**config.mk**
```make
export PLATFORM = sky130hd
export DESIGN_NAME = result_msg_packer
export DESIGN_NICKNAME = d
export VERILOG_FILES = /design/src/rtl/result_msg_packer_pkg.sv /design/src/rtl/result_msg_packer_msg_fifo.sv /design/src/rtl/result_msg_packer.sv
export SDC_FILE = /design/constraint.sdc
export NUM_CORES = 1
export LEC_CHECK = 0
export ABC_AREA = 1
export BUFFER_PORTS_ARGS = -buffer_cell sky130_fd_sc_hd__buf_2
export CAP_MARGIN = 20
export CORE_UTILIZATION = 50
export DETAILED_ROUTE_END_ITERATION = 6
export MAX_ROUTING_LAYER = met4
export PLACE_DENSITY_LB_ADDON = 0.1
export SYNTH_ARGS = -nofsm -noshare
export SYNTH_HDL_FRONTEND = slang
export SYNTH_SLANG_ARGS = --single-unit
```
**constraint.sdc**
```tcl
create_clock -name dram_clk -period 5.8 [get_ports dram_clk]
set_input_delay 0.87 -clock dram_clk [delete_from_list [all_inputs] [get_ports dram_clk]]
set_output_delay 0.87 -clock dram_clk [all_outputs]
set_load 0.01 [all_outputs]
```
**src/rtl/result_msg_packer_pkg.sv**
```systemverilog
// Message layout for the PC link, framing FSM encoding and shared helpers.
package result_msg_packer_pkg;

    localparam logic [3:0] TAG_FRAME_START = 4'h1;
    localparam logic [3:0] TAG_PIXEL       = 4'h3;
    localparam logic [3:0] TAG_FRAME_END   = 4'h4;

    localparam int ROW_W   = 12;
    localparam int COL_W   = 11;
    localparam int FRAME_W = 20;
    localparam int PIX_W   = 32;

    typedef enum logic [1:0] {
        ST_IDLE  = 2'd0,
        ST_FRAME = 2'd1,
        ST_LINE  = 2'd2,
        ST_ERROR = 2'd3
    } state_t;

    // Ceiling log2, used for pointer widths.
    function automatic int log2(input int value);
        int result;
        result = 0;
        for (int i = 0; i < 31; i++) begin
            if ((32'd1 << i) < value) result = i + 1;
        end
        return result;
    endfunction

    function automatic logic [63:0] pack_frame_start(input logic [FRAME_W-1:0] frame);
        return {40'd0, frame, TAG_FRAME_START};
    endfunction

    function automatic logic [63:0] pack_pixel(input logic [ROW_W-1:0] row,
                                               input logic [COL_W-1:0] col,
                                               input logic [PIX_W-1:0] pix);
        return {pix, col, row, 5'd0, TAG_PIXEL};
    endfunction

    function automatic logic [63:0] pack_frame_end(input logic [ROW_W-1:0]   rows,
                                                   input logic [FRAME_W-1:0] frame);
        return {28'd0, frame, rows, TAG_FRAME_END};
    endfunction

endpackage

```
**src/rtl/result_msg_packer_msg_fifo.sv**
```systemverilog
// Single-clock FIFO buffering packed messages against host back-pressure.
module result_msg_packer_msg_fifo
    import result_msg_packer_pkg::*;
#(
    parameter int WIDTH = 64,
    parameter int DEPTH = 16
) (
    input  logic             i_clk,
    input  logic             i_reset,
    input  logic             i_wr_en,
    input  logic [WIDTH-1:0] i_wr_data,
    input  logic             i_rd_en,
    output logic [WIDTH-1:0] o_rd_data,
    output logic             o_full,
    output logic             o_empty,
    output logic             o_overflow
);

    localparam int AW = log2(DEPTH);

    logic [WIDTH-1:0] r_mem [DEPTH];
    logic [AW-1:0]    r_wr_ptr;
    logic [AW-1:0]    r_rd_ptr;
    logic [AW:0]      r_count;
    logic             w_do_wr;
    logic             w_do_rd;

    assign o_full     = (r_count == (AW+1)'(DEPTH));
    assign o_empty    = (r_count == {(AW+1){1'b0}});
    assign o_overflow = i_wr_en & o_full;
    assign w_do_wr    = i_wr_en & ~o_full;
    assign w_do_rd    = i_rd_en & ~o_empty;
    assign o_rd_data  = r_mem[r_rd_ptr];

    // Storage array; contents are don't-care until written.
    always_ff @(posedge i_clk) begin
        if (w_do_wr) r_mem[r_wr_ptr] <= i_wr_data;
    end

    // Pointers and occupancy; a write dropped on full leaves them untouched.
    always_ff @(posedge i_clk) begin
        if (i_reset) begin
            r_wr_ptr <= {AW{1'b0}};
            r_rd_ptr <= {AW{1'b0}};
            r_count  <= {(AW+1){1'b0}};
        end else begin
            if (w_do_wr) r_wr_ptr <= r_wr_ptr + AW'(1'b1);
            if (w_do_rd) r_rd_ptr <= r_rd_ptr + AW'(1'b1);
            case ({w_do_wr, w_do_rd})
                2'b10:   r_count <= r_count + (AW+1)'(1'b1);
                2'b01:   r_count <= r_count - (AW+1)'(1'b1);
                default: r_count <= r_count;
            endcase
        end
    end

endmodule

```
**src/rtl/result_msg_packer.sv**
```systemverilog
// Frames the dark-subtracted pixel stream into tagged 64-bit host messages
// (frame start, per-pixel with row/col, frame end) through a small buffer.
module result_msg_packer
    import result_msg_packer_pkg::*;
#(
    parameter int XB_SIZE      = 64,
    parameter int FP_SIZE      = 32,
    parameter int N_FRAME_SIZE = 20,
    parameter int N_ROW_MAX    = 2064,
    parameter int N_COL_MAX    = 2048,
    parameter int FIFO_DEPTH   = 16
) (
    input  logic                    dram_clk,
    input  logic                    reset,
    input  logic                    pixel_valid,
    input  logic [FP_SIZE-1:0]      pixel,
    input  logic                    fval,
    input  logic                    lval,
    input  logic                    fpga_msg_full,
    output logic                    fpga_msg_valid,
    output logic [XB_SIZE-1:0]      fpga_msg,
    output logic                    error,
    output logic [N_FRAME_SIZE-1:0] frame_count
);

    state_t                  r_state;
    state_t                  w_next_state;
    logic                    r_fval_d;
    logic                    r_lval_d;
    logic [ROW_W-1:0]        r_row;
    logic [ROW_W-1:0]        w_row_nxt;
    logic [ROW_W-1:0]        w_row_inc;
    logic [COL_W:0]          r_col;
    logic [COL_W:0]          w_col_nxt;
    logic [N_FRAME_SIZE-1:0] r_frame_count;
    logic                    w_fc_inc;
    logic                    r_error;
    logic                    r_msg_valid;
    logic [XB_SIZE-1:0]      r_msg;
    logic                    w_push;
    logic [XB_SIZE-1:0]      w_push_word;
    logic [XB_SIZE-1:0]      w_fifo_head;
    logic                    w_fifo_full;
    logic                    w_fifo_empty;
    logic                    w_overflow;
    logic                    w_pop;
    logic                    w_fval_rise;
    logic                    w_fval_fall;
    logic                    w_lval_rise;
    logic                    w_lval_fall;
    logic                    w_proto_err;
    logic [FRAME_W-1:0]      w_frame_no;
    logic [PIX_W-1:0]        w_pix;

    assign w_fval_rise = fval & ~r_fval_d;
    assign w_fval_fall = ~fval & r_fval_d;
    assign w_lval_rise = lval & ~r_lval_d;
    assign w_lval_fall = ~lval & r_lval_d;
    assign w_proto_err = (pixel_valid & ~lval) | (w_fval_fall & lval);
    assign w_frame_no  = FRAME_W'(r_frame_count);
    assign w_pix       = PIX_W'(pixel);
    assign w_row_inc   = r_row + 12'd1;
    assign w_pop       = ~w_fifo_empty & ~fpga_msg_full;

    // Framing decisions: next state, counter updates and the single word to push.
    always_comb begin
        w_next_state = r_state;
        w_push       = 1'b0;
        w_push_word  = {XB_SIZE{1'b0}};
        w_row_nxt    = r_row;
        w_col_nxt    = r_col;
        w_fc_inc     = 1'b0;
        case (r_state)
            ST_IDLE: begin
                if (w_proto_err || (w_fval_rise && lval)) begin
                    w_next_state = ST_ERROR;
                end else if (w_fval_rise) begin
                    w_push       = 1'b1;
                    w_push_word  = pack_frame_start(w_frame_no);
                    w_row_nxt    = 12'd0;
                    w_next_state = ST_FRAME;
                end else begin
                    w_next_state = ST_IDLE;
                end
            end
            ST_FRAME: begin
                if (w_proto_err) begin
                    w_next_state = ST_ERROR;
                end else if (w_fval_fall) begin
                    w_push       = 1'b1;
                    w_push_word  = pack_frame_end(r_row, w_frame_no);
                    w_fc_inc     = 1'b1;
                    w_next_state = ST_IDLE;
                end else if (w_lval_rise && (r_row == ROW_W'(N_ROW_MAX))) begin
                    w_next_state = ST_ERROR;
                end else if (w_lval_rise) begin
                    // The first pixel of a line may arrive together with the lval edge.
                    w_next_state = ST_LINE;
                    w_push       = pixel_valid;
                    w_push_word  = pack_pixel(r_row, 11'd0, w_pix);
                    w_col_nxt    = pixel_valid ? 12'd1 : 12'd0;
                end else begin
                    w_next_state = ST_FRAME;
                end
            end
            ST_LINE: begin
                if (w_proto_err) begin
                    w_next_state = ST_ERROR;
                end else if (w_lval_fall && w_fval_fall) begin
                    w_push       = 1'b1;
                    w_push_word  = pack_frame_end(w_row_inc, w_frame_no);
                    w_row_nxt    = w_row_inc;
                    w_fc_inc     = 1'b1;
                    w_next_state = ST_IDLE;
                end else if (w_lval_fall) begin
                    w_row_nxt    = w_row_inc;
                    w_next_state = ST_FRAME;
                end else if (pixel_valid && (r_col == (COL_W+1)'(N_COL_MAX))) begin
                    w_next_state = ST_ERROR;
                end else if (pixel_valid) begin
                    w_push      = 1'b1;
                    w_push_word = pack_pixel(r_row, r_col[COL_W-1:0], w_pix);
                    w_col_nxt   = r_col + 12'd1;
                end else begin
                    w_next_state = ST_LINE;
                end
            end
            ST_ERROR: begin
                w_next_state = ST_ERROR;
            end
            default: begin
                w_next_state = ST_ERROR;
            end
        endcase
    end

    // State, counters and edge history; an overflowing push wins over normal framing.
    always_ff @(posedge dram_clk) begin
        if (reset) begin
            r_state       <= ST_IDLE;
            r_fval_d      <= 1'b0;
            r_lval_d      <= 1'b0;
            r_row         <= 12'd0;
            r_col         <= 12'd0;
            r_frame_count <= {N_FRAME_SIZE{1'b0}};
            r_error       <= 1'b0;
        end else if (w_overflow) begin
            r_fval_d <= fval;
            r_lval_d <= lval;
            r_state  <= ST_ERROR;
            r_error  <= 1'b1;
        end else begin
            r_fval_d <= fval;
            r_lval_d <= lval;
            r_state  <= w_next_state;
            r_row    <= w_row_nxt;
            r_col    <= w_col_nxt;
            r_error  <= (w_next_state == ST_ERROR);
            if (w_fc_inc) r_frame_count <= r_frame_count + N_FRAME_SIZE'(1'b1);
        end
    end

    // Registered host write port, loaded from the buffer head on each pop.
    always_ff @(posedge dram_clk) begin
        if (reset) begin
            r_msg_valid <= 1'b0;
            r_msg       <= {XB_SIZE{1'b0}};
        end else begin
            r_msg_valid <= w_pop;
            if (w_pop) r_msg <= w_fifo_head;
        end
    end

    result_msg_packer_msg_fifo #(
        .WIDTH (XB_SIZE),
        .DEPTH (FIFO_DEPTH)
    ) u_msg_fifo (
        .i_clk      (dram_clk),
        .i_reset    (reset),
        .i_wr_en    (w_push),
        .i_wr_data  (w_push_word),
        .i_rd_en    (w_pop),
        .o_rd_data  (w_fifo_head),
        .o_full     (w_fifo_full),
        .o_empty    (w_fifo_empty),
        .o_overflow (w_overflow)
    );

    assign fpga_msg_valid = r_msg_valid;
    assign fpga_msg       = r_msg;
    assign error          = r_error;
    assign frame_count    = r_frame_count;

endmodule

```
==> results of run 1 <==
[cell usage after synthesis, types with 5 or more instances]
master	count
o211ai_1	257
o221ai_1	60
nor2_1	831
o21ai_1	7
buf_4	10
clkbuf_1	184
nand3_1	276
dfxtp_1	126
nand2_1	202
a21oi_1	69
o21ai_0	537
buf_2	42
nand4_1	14
nor3_1	12
ha_1	19
xor2_1	20
edfxtp_1	1008
xnor2_1	5
inv_1	169
buf_1	26
inv_2	10
[logic make-up after synthesis]
logic type                 count (synthesis)  share of synthesized area
xor gates and xnor gates                  25                   0.004724
other                                      1                 0.00008091
buffers and inverters                    442                    0.03774
adders and majority gates                 20                   0.005561
and+or+nand+nor                         1360                     0.1215
AOI/OAI and AO/OA                        951                     0.1228
DFF                                     1134                     0.7075
[how the worst max path moves through the flow]
stage | startpoint | endpoint | slack, ns | depth (start not counted)
finish | r_state[0] | u_msg_fifo.r_mem[8][32] | 1.75 | 11
global placement | lval | u_msg_fifo.r_mem[8][32] | 1.75 | 13
floorplan | pixel_valid | u_msg_fifo.r_mem[0][0] | 0.70 | 10
detailed placement | lval | u_msg_fifo.r_mem[8][32] | 1.72 | 13
global route | r_state[0] | u_msg_fifo.r_mem[8][30] | 1.52 | 11
CTS | r_state[0] | u_msg_fifo.r_mem[8][29] | 1.79 | 11
[flip-flops by register name, indices dropped and copies added, names as in the netlist]
register	count
error	1
fpga_msg	63
fpga_msg_valid	1
frame_count	20
r_col	12
r_fval_d	1
r_lval_d	1
r_row	12
r_state	2
u_msg_fifo.r_count	5
u_msg_fifo.r_mem	1008
u_msg_fifo.r_rd_ptr	4
u_msg_fifo.r_wr_ptr	4
[per-layer routing]
| metal | up-vias | routed length (um) | global-route usage | share of wire |
|---|---|---|---|---|
| met4 | 0 | 3281 | 0.08395 | 0.027 |
| met1 | 15181 | 54370 | 0.3731 | 0.44 |
| met3 | 218 | 7355 | 0.03567 | 0.059 |
| met5 | - | 0 | - | 0 |
| met2 | 1033 | 58750 | 0.4221 | 0.47 |
| li1 | 14362 | - | - | - |
[power breakdown]
part | leakage [nW] | internal (W) | switching, W
combinational | 5.83 | 0.00144 | 0.00346
clock | 1.97 | 0.00461 | 0.00308
sequential | 10.1 | 0.00930 | 0.000233
[critical path, delay by kind of cell, from the launching register on]
kind	cells	cell delay, ns
AND/OR/NAND/NOR	7	1.79
flip-flops	1	0.35
buffers and inverters	3	1.02
adder cells (fa/ha/maj)	1	0.48
[final cells by class]
class                      count  area [um2]
multi-input combinational   2357       11970
inverter                     180       705.7
clock buffer                 163        3324
sequential                  1134       32800
tap                         1243        1555
clock inverter                59       660.6
fill                        7681       39470
timing repair buffer         197        1314
[through the flow]
step	hold WS, ns	cell area (um2)	cells
floorplan	0.4541	46350	3933
global placement	0.4653	48290	5106
detailed placement	0.4712	48310	5108
CTS	0.4183	52290	5330
global route	0.4783	52340	5333
finish	0.4676	52340	5333
==> impl_metrics.yaml, run 1 <==
drt:
  drtIter0Drc: 2984
  drtAntennaViolNets: 0
  drc: 0
  first_pass_iters: 5
  dr_total_vias: 30794
  finalWirelength_mm: 123.8
  wl_per_cell_um: 23.21
  viasPerCell: 5.774
finish:
  drive_above_1_share: 0.1078
  n_antenna_cell: 0
  mostFrequentLayoutCell: "edfxtp_1"
  fin_util: 0.5701
  mostFrequentLayoutCells: "1008 x edfxtp_1, 814 x nor2_1, 534 x o21ai_0, 276 x nand3_1, 257 x o211ai_1"
  layout.nets: 4046
  syn_to_final_growth_pct: 12.92
logic_synthesis:
  async_reset_ff_frac: 0
  synth_ff_type: "edfxtp_1"
  synth_area_leaders: "edfxtp_1 65%, nor2_1 6.7%, o21ai_0 5.8%"
  ys_seq_area_frac: 0.7075
  ys_types: 44
  syn_inst: 3933
  synth_enable_flop_cells: 1008
  synth_area_per_cell_um2: 11.78
  synth_seq_cells: 1134
  yosysTopAreaCell: "edfxtp_1"
  netlist_area_um2: 46350
  yosysTopAreaCellShare: 0.6531
  syn-num-nets: 3991
  yosysWarnings: 0
worst_hold_path:
  min_delay_worst_endpoint: "r_fval_d"
  holdCritStartpoint: "fval"
  whs_path_depth: 3
  hp-class: "in2reg"
sta:
  fmax_mhz: 247.0
  worst_pin_slew_ns: 1.109
  finalCritPeriodShare: 0.6981
  fin_crit_ns: 4.049
  fin_ws_ns: 1.751
  max_slew_margin: 0.2604
  finalHoldViolations: 0
  finalMaxSlewViolations: 0
  finalSetupViolations: 0
  skew_ns: 0.01802
  fin_tns_setup_ns: 0
  grt_setup_unrepaired: "no"
cts:
  postCtsSetupBuffers: 0
  clk_pin_slew_ns: 0.06
  root_buffer: "clkbuf_16"
  ctsResizeCount: 0
  ctsHoldBuffers: 0
  clockBufferDepth: 3
  cts_tree: "built"
  insertion_delay_ns: 0.70
  cts_made_buffers: 118
  htree_levels: 3
  clkSinkCount: 1134
pwr:
  finalPower_w: 0.02212
  p_leak_nw: 17.88
  vdd_ir_drop_max_mv: 0.3405
  cellPowerDensity_nw_per_um2: 422.6
setup_path:
  critPathRequiredTime_ns: 6.13
  slowest_stage: "nor2_4"
  r2r_end: "u_msg_fifo.r_mem[8][32]"
  ff2ff_path_depth: 11
  crit_path_end_kind: "flop"
  worstPathMaxFanout: 22
  cpPeakStageDelay_ns: 0.57
  cp-start-kind: "flop"
  rrSetupSlack_ns: 1.75
  timing.rr.start: "r_state[0]"
  path_class: "reg2reg"
  cp_cell_sequence: "ha_1 -> inv_2 -> nand3_2 -> nor2_2 -> nand4_1 -> nand3_2 -> nand2_1 -> inv_2 -> nand2_1 -> nor2_4 -> buf_4"
  arrival_ns: 4.38
die:
  design.die.area_um2: 93910
  coreArea_um2: 91800
  die_w_um: 306.5
  pin_count: 124
  initial_core_util: 0.5049
  die_y_um: 306.5
  row_count: 111
place:
  dp_slack_ns: 1.722
  hpwl_mm: 64.26
  io_buffer_count: 122
  place.gp.congestion: 0.9099
grt:
  overflow: 0
  grt_max_degree: 217
  antenna_found_initial: 2
  grt_pass1_vias: 29254
  grt_pass1_wl_mm: 185.8
  grt_util_all_layers: 0.2713
job:
  drv_cap: 0
outcome:
  status: "complete, no violations"
Note: power is estimated with default switching activity, not from simulation.
==> run 2, diff against run 1 <==
==> constraint.sdc (replaced) <==
create_clock -name dram_clk -period 3.4 [get_ports dram_clk]
set_input_delay 0.51 -clock dram_clk [delete_from_list [all_inputs] [get_ports dram_clk]]
set_output_delay 0.51 -clock dram_clk [all_outputs]
set_load 0.01 [all_outputs]
==> run 2 against run 1 <==
Sequential share of layout area shrank 0.72 points. Power grew 71%. Wire length grew 3.0%. Final cell count grew 1.4%. Critical path depth grew 4. Global-route usage grew 0.80 points. Combinational power grew 86%. Non-clock buffer count grew 80. Clock-buffer cell count shrank 19. Core utilization grew 0.67 points. Clock power grew 61%. Design area grew 1.2%. Critical path type unchanged. Critical endpoint is now u_msg_fifo.r_mem[9][61]. Largest cell class unchanged. Largest power group unchanged.
==> impl_metrics.yaml, run 2 (synthesized netlist as in run 1, its figures left out) <==
grt:
  antenna_found_initial: 2
  overflow: 0
  grt_pass1_wl_mm: 191.5
  grt_max_degree: 163
  grt_util_all_layers: 0.2793
  grt_pass1_vias: 29918
drt:
  dr_total_vias: 31314
  finalWirelength_mm: 127.5
  drtAntennaViolNets: 0
  first_pass_iters: 5
  drtIter0Drc: 2977
  viasPerCell: 5.792
  wl_per_cell_um: 23.59
  drc: 0
sta:
  finalHoldViolations: 0
  skew_ns: 0.02161
  fin_crit_ns: 3.069
  finalCritPeriodShare: 0.9027
  fin_ws_ns: 0.3308
  max_slew_margin: 0.2547
  grt_setup_unrepaired: "no"
  worst_hold_slack_ns: 0.08205
  finalSetupViolations: 0
  fmax_mhz: 325.8
  worst_pin_slew_ns: 1.114
  finalMaxSlewViolations: 0
setup_path:
  arrival_ns: 3.46
  cp-start-kind: "flop"
  crit_path_end_kind: "flop"
  cp_cell_sequence: "inv_1 -> ha_1 -> nand2_1 -> nor2_1 -> nand3_1 -> nand2_1 -> nand2_1 -> nand2_1 -> nand3_2 -> nand2_1 -> buf_4 -> inv_2 -> nand2_1 -> nor2_4 -> buf_12"
  critPathRequiredTime_ns: 3.79
  cp_top_family: "simple AND/OR/NAND/NOR gates"
  rrSetupSlack_ns: 0.33
  critPathBufInv: 4
  path_class: "reg2reg"
  slowest_stage: "nor2_4"
  cp_common_cell: "nand2_1"
  worstPathMaxFanout: 21
  cpPeakStageDelay_ns: 0.53
finish:
  fin_util: 0.5767
  top_register: "u_msg_fifo.r_mem"
  num-fill-cells: 7635
  syn_to_final_growth_pct: 14.24
  largest_reg_flops: 1008
  n_antenna_cell: 0
  layout.nets: 4122
  mostFrequentLayoutCell: "edfxtp_1"
  mostFrequentLayoutCells: "1008 x edfxtp_1, 815 x nor2_1, 534 x o21ai_0, 276 x nand3_1, 257 x o211ai_1"
  seq_area_um2: 32800
  layout.cells.non_filler: 5406
  drive_above_1_share: 0.1194
  multiInputGateArea_um2: 11960
cts:
  insertion_delay_ns: 0.69
  ctsResizeCount: 0
  root_buffer: "clkbuf_16"
  ctsHoldBuffers: 0
  clk_pin_slew_ns: 0.06
  clkSinkCount: 1134
  postCtsSetupBuffers: 0
  htree_levels: 3
  cts_tree: "built"
  cts_made_buffers: 114
  clockBufferDepth: 3
pwr:
  switchingPower_w: 0.01197
  comb_power_share: 0.241
  vdd_ir_drop_max_mv: 0.5814
  netSwitchingFraction: 0.3175
  clkPwrFrac: 0.329
  p_leak_nw: 18.19
  power.internal_w: 0.02574
  cellPowerDensity_nw_per_um2: 712.3
  seqPwrFrac: 0.430
outcome:
  status: "complete, no violations"
place:
  hpwl_mm: 73.44
  io_buffer_count: 122
  dp_slack_ns: 0.2663
  place.gp.congestion: 0.9376
  dpl.cell_count: 5189
die:
  die_w_um: 306.5
  die_y_um: 306.5
  coreArea_um2: 91800
  row_count: 111
  design.die.area_um2: 93910
  pin_count: 124
  initial_core_util: 0.5049
job:
  drv_cap: 0
worst_hold_path:
  hp-class: "in2reg"
-- run 2: cell count changes in the layout (fill, tap and decap cells not counted), sizes merged --
cell	previous run	this run
bufinv	14	10
clkbuf	163	144
clkinvlp	2	5
buf	197	277
inv	182	181
clkinv	41	55
-- run 2: area by class of cell --
| cell class | instances | share of cell area |
|---|---|---|
| Sequential cell | 1134 | 0.6196 |
| Clock buffer | 144 | 0.05778 |
| Clock inverter | 71 | 0.01182 |
| Timing Repair Buffer | 277 | 0.04225 |
| Tap cell | 1243 | 0.02937 |
| Inverter | 180 | 0.01333 |
| Multi-Input combinational cell | 2357 | 0.2259 |
-- run 2: path summary, 6_finish.rpt --
| kind | endpoint | depth (start not counted) | from |
|---|---|---|---|
| setup / recovery | u_msg_fifo.r_mem[9][61] | 15 | r_row[0] |
| hold / removal | r_fval_d | 3 | fval |
| setup reg to reg | u_msg_fifo.r_mem[9][61] | 15 | r_row[0] |
| hold reg to reg | r_col[8] | 2 | r_col[8] |
-- run 2: power by group through the flow --
stage | combinational [W] | sequential (W) | clock [W]
after floorplan | 0.00573 | 0.0166 | 0
final | 0.00910 | 0.0162 | 0.0124
after global placement | 0.00911 | 0.0165 | 0
after detailed placement | 0.00914 | 0.0165 | 0
after global routing | 0.0101 | 0.0163 | 0.0131
after CTS | 0.00918 | 0.0162 | 0.0126
-- run 2: worst register-to-register path, delay by kind of cell, from the launching register on --
| kind | cells | cell delay (ns) |
|---|---|---|
| and+or+nand+nor | 10 | 1.42 |
| DFF | 1 | 0.46 |
| buffers and inverters | 4 | 0.65 |
| adders and majority gates | 1 | 0.21 |
-- run 2: layer usage --
layer,global-route usage,share of wire
met5,-,0
met3,0.03055,0.051
met2,0.4488,0.49
met1,0.3773,0.43
met4,0.08267,0.026
-- run 2: metrics by stage --
step	total power [W]	cell area, um2	TNS [ns]
finish	0.03772	52950	0
CTS	0.03799	52930	0
detailed placement	0.02564	49250	0
floorplan	0.02230	46390	-336.90
global placement	0.02562	49250	0
global route	0.03948	52950	0
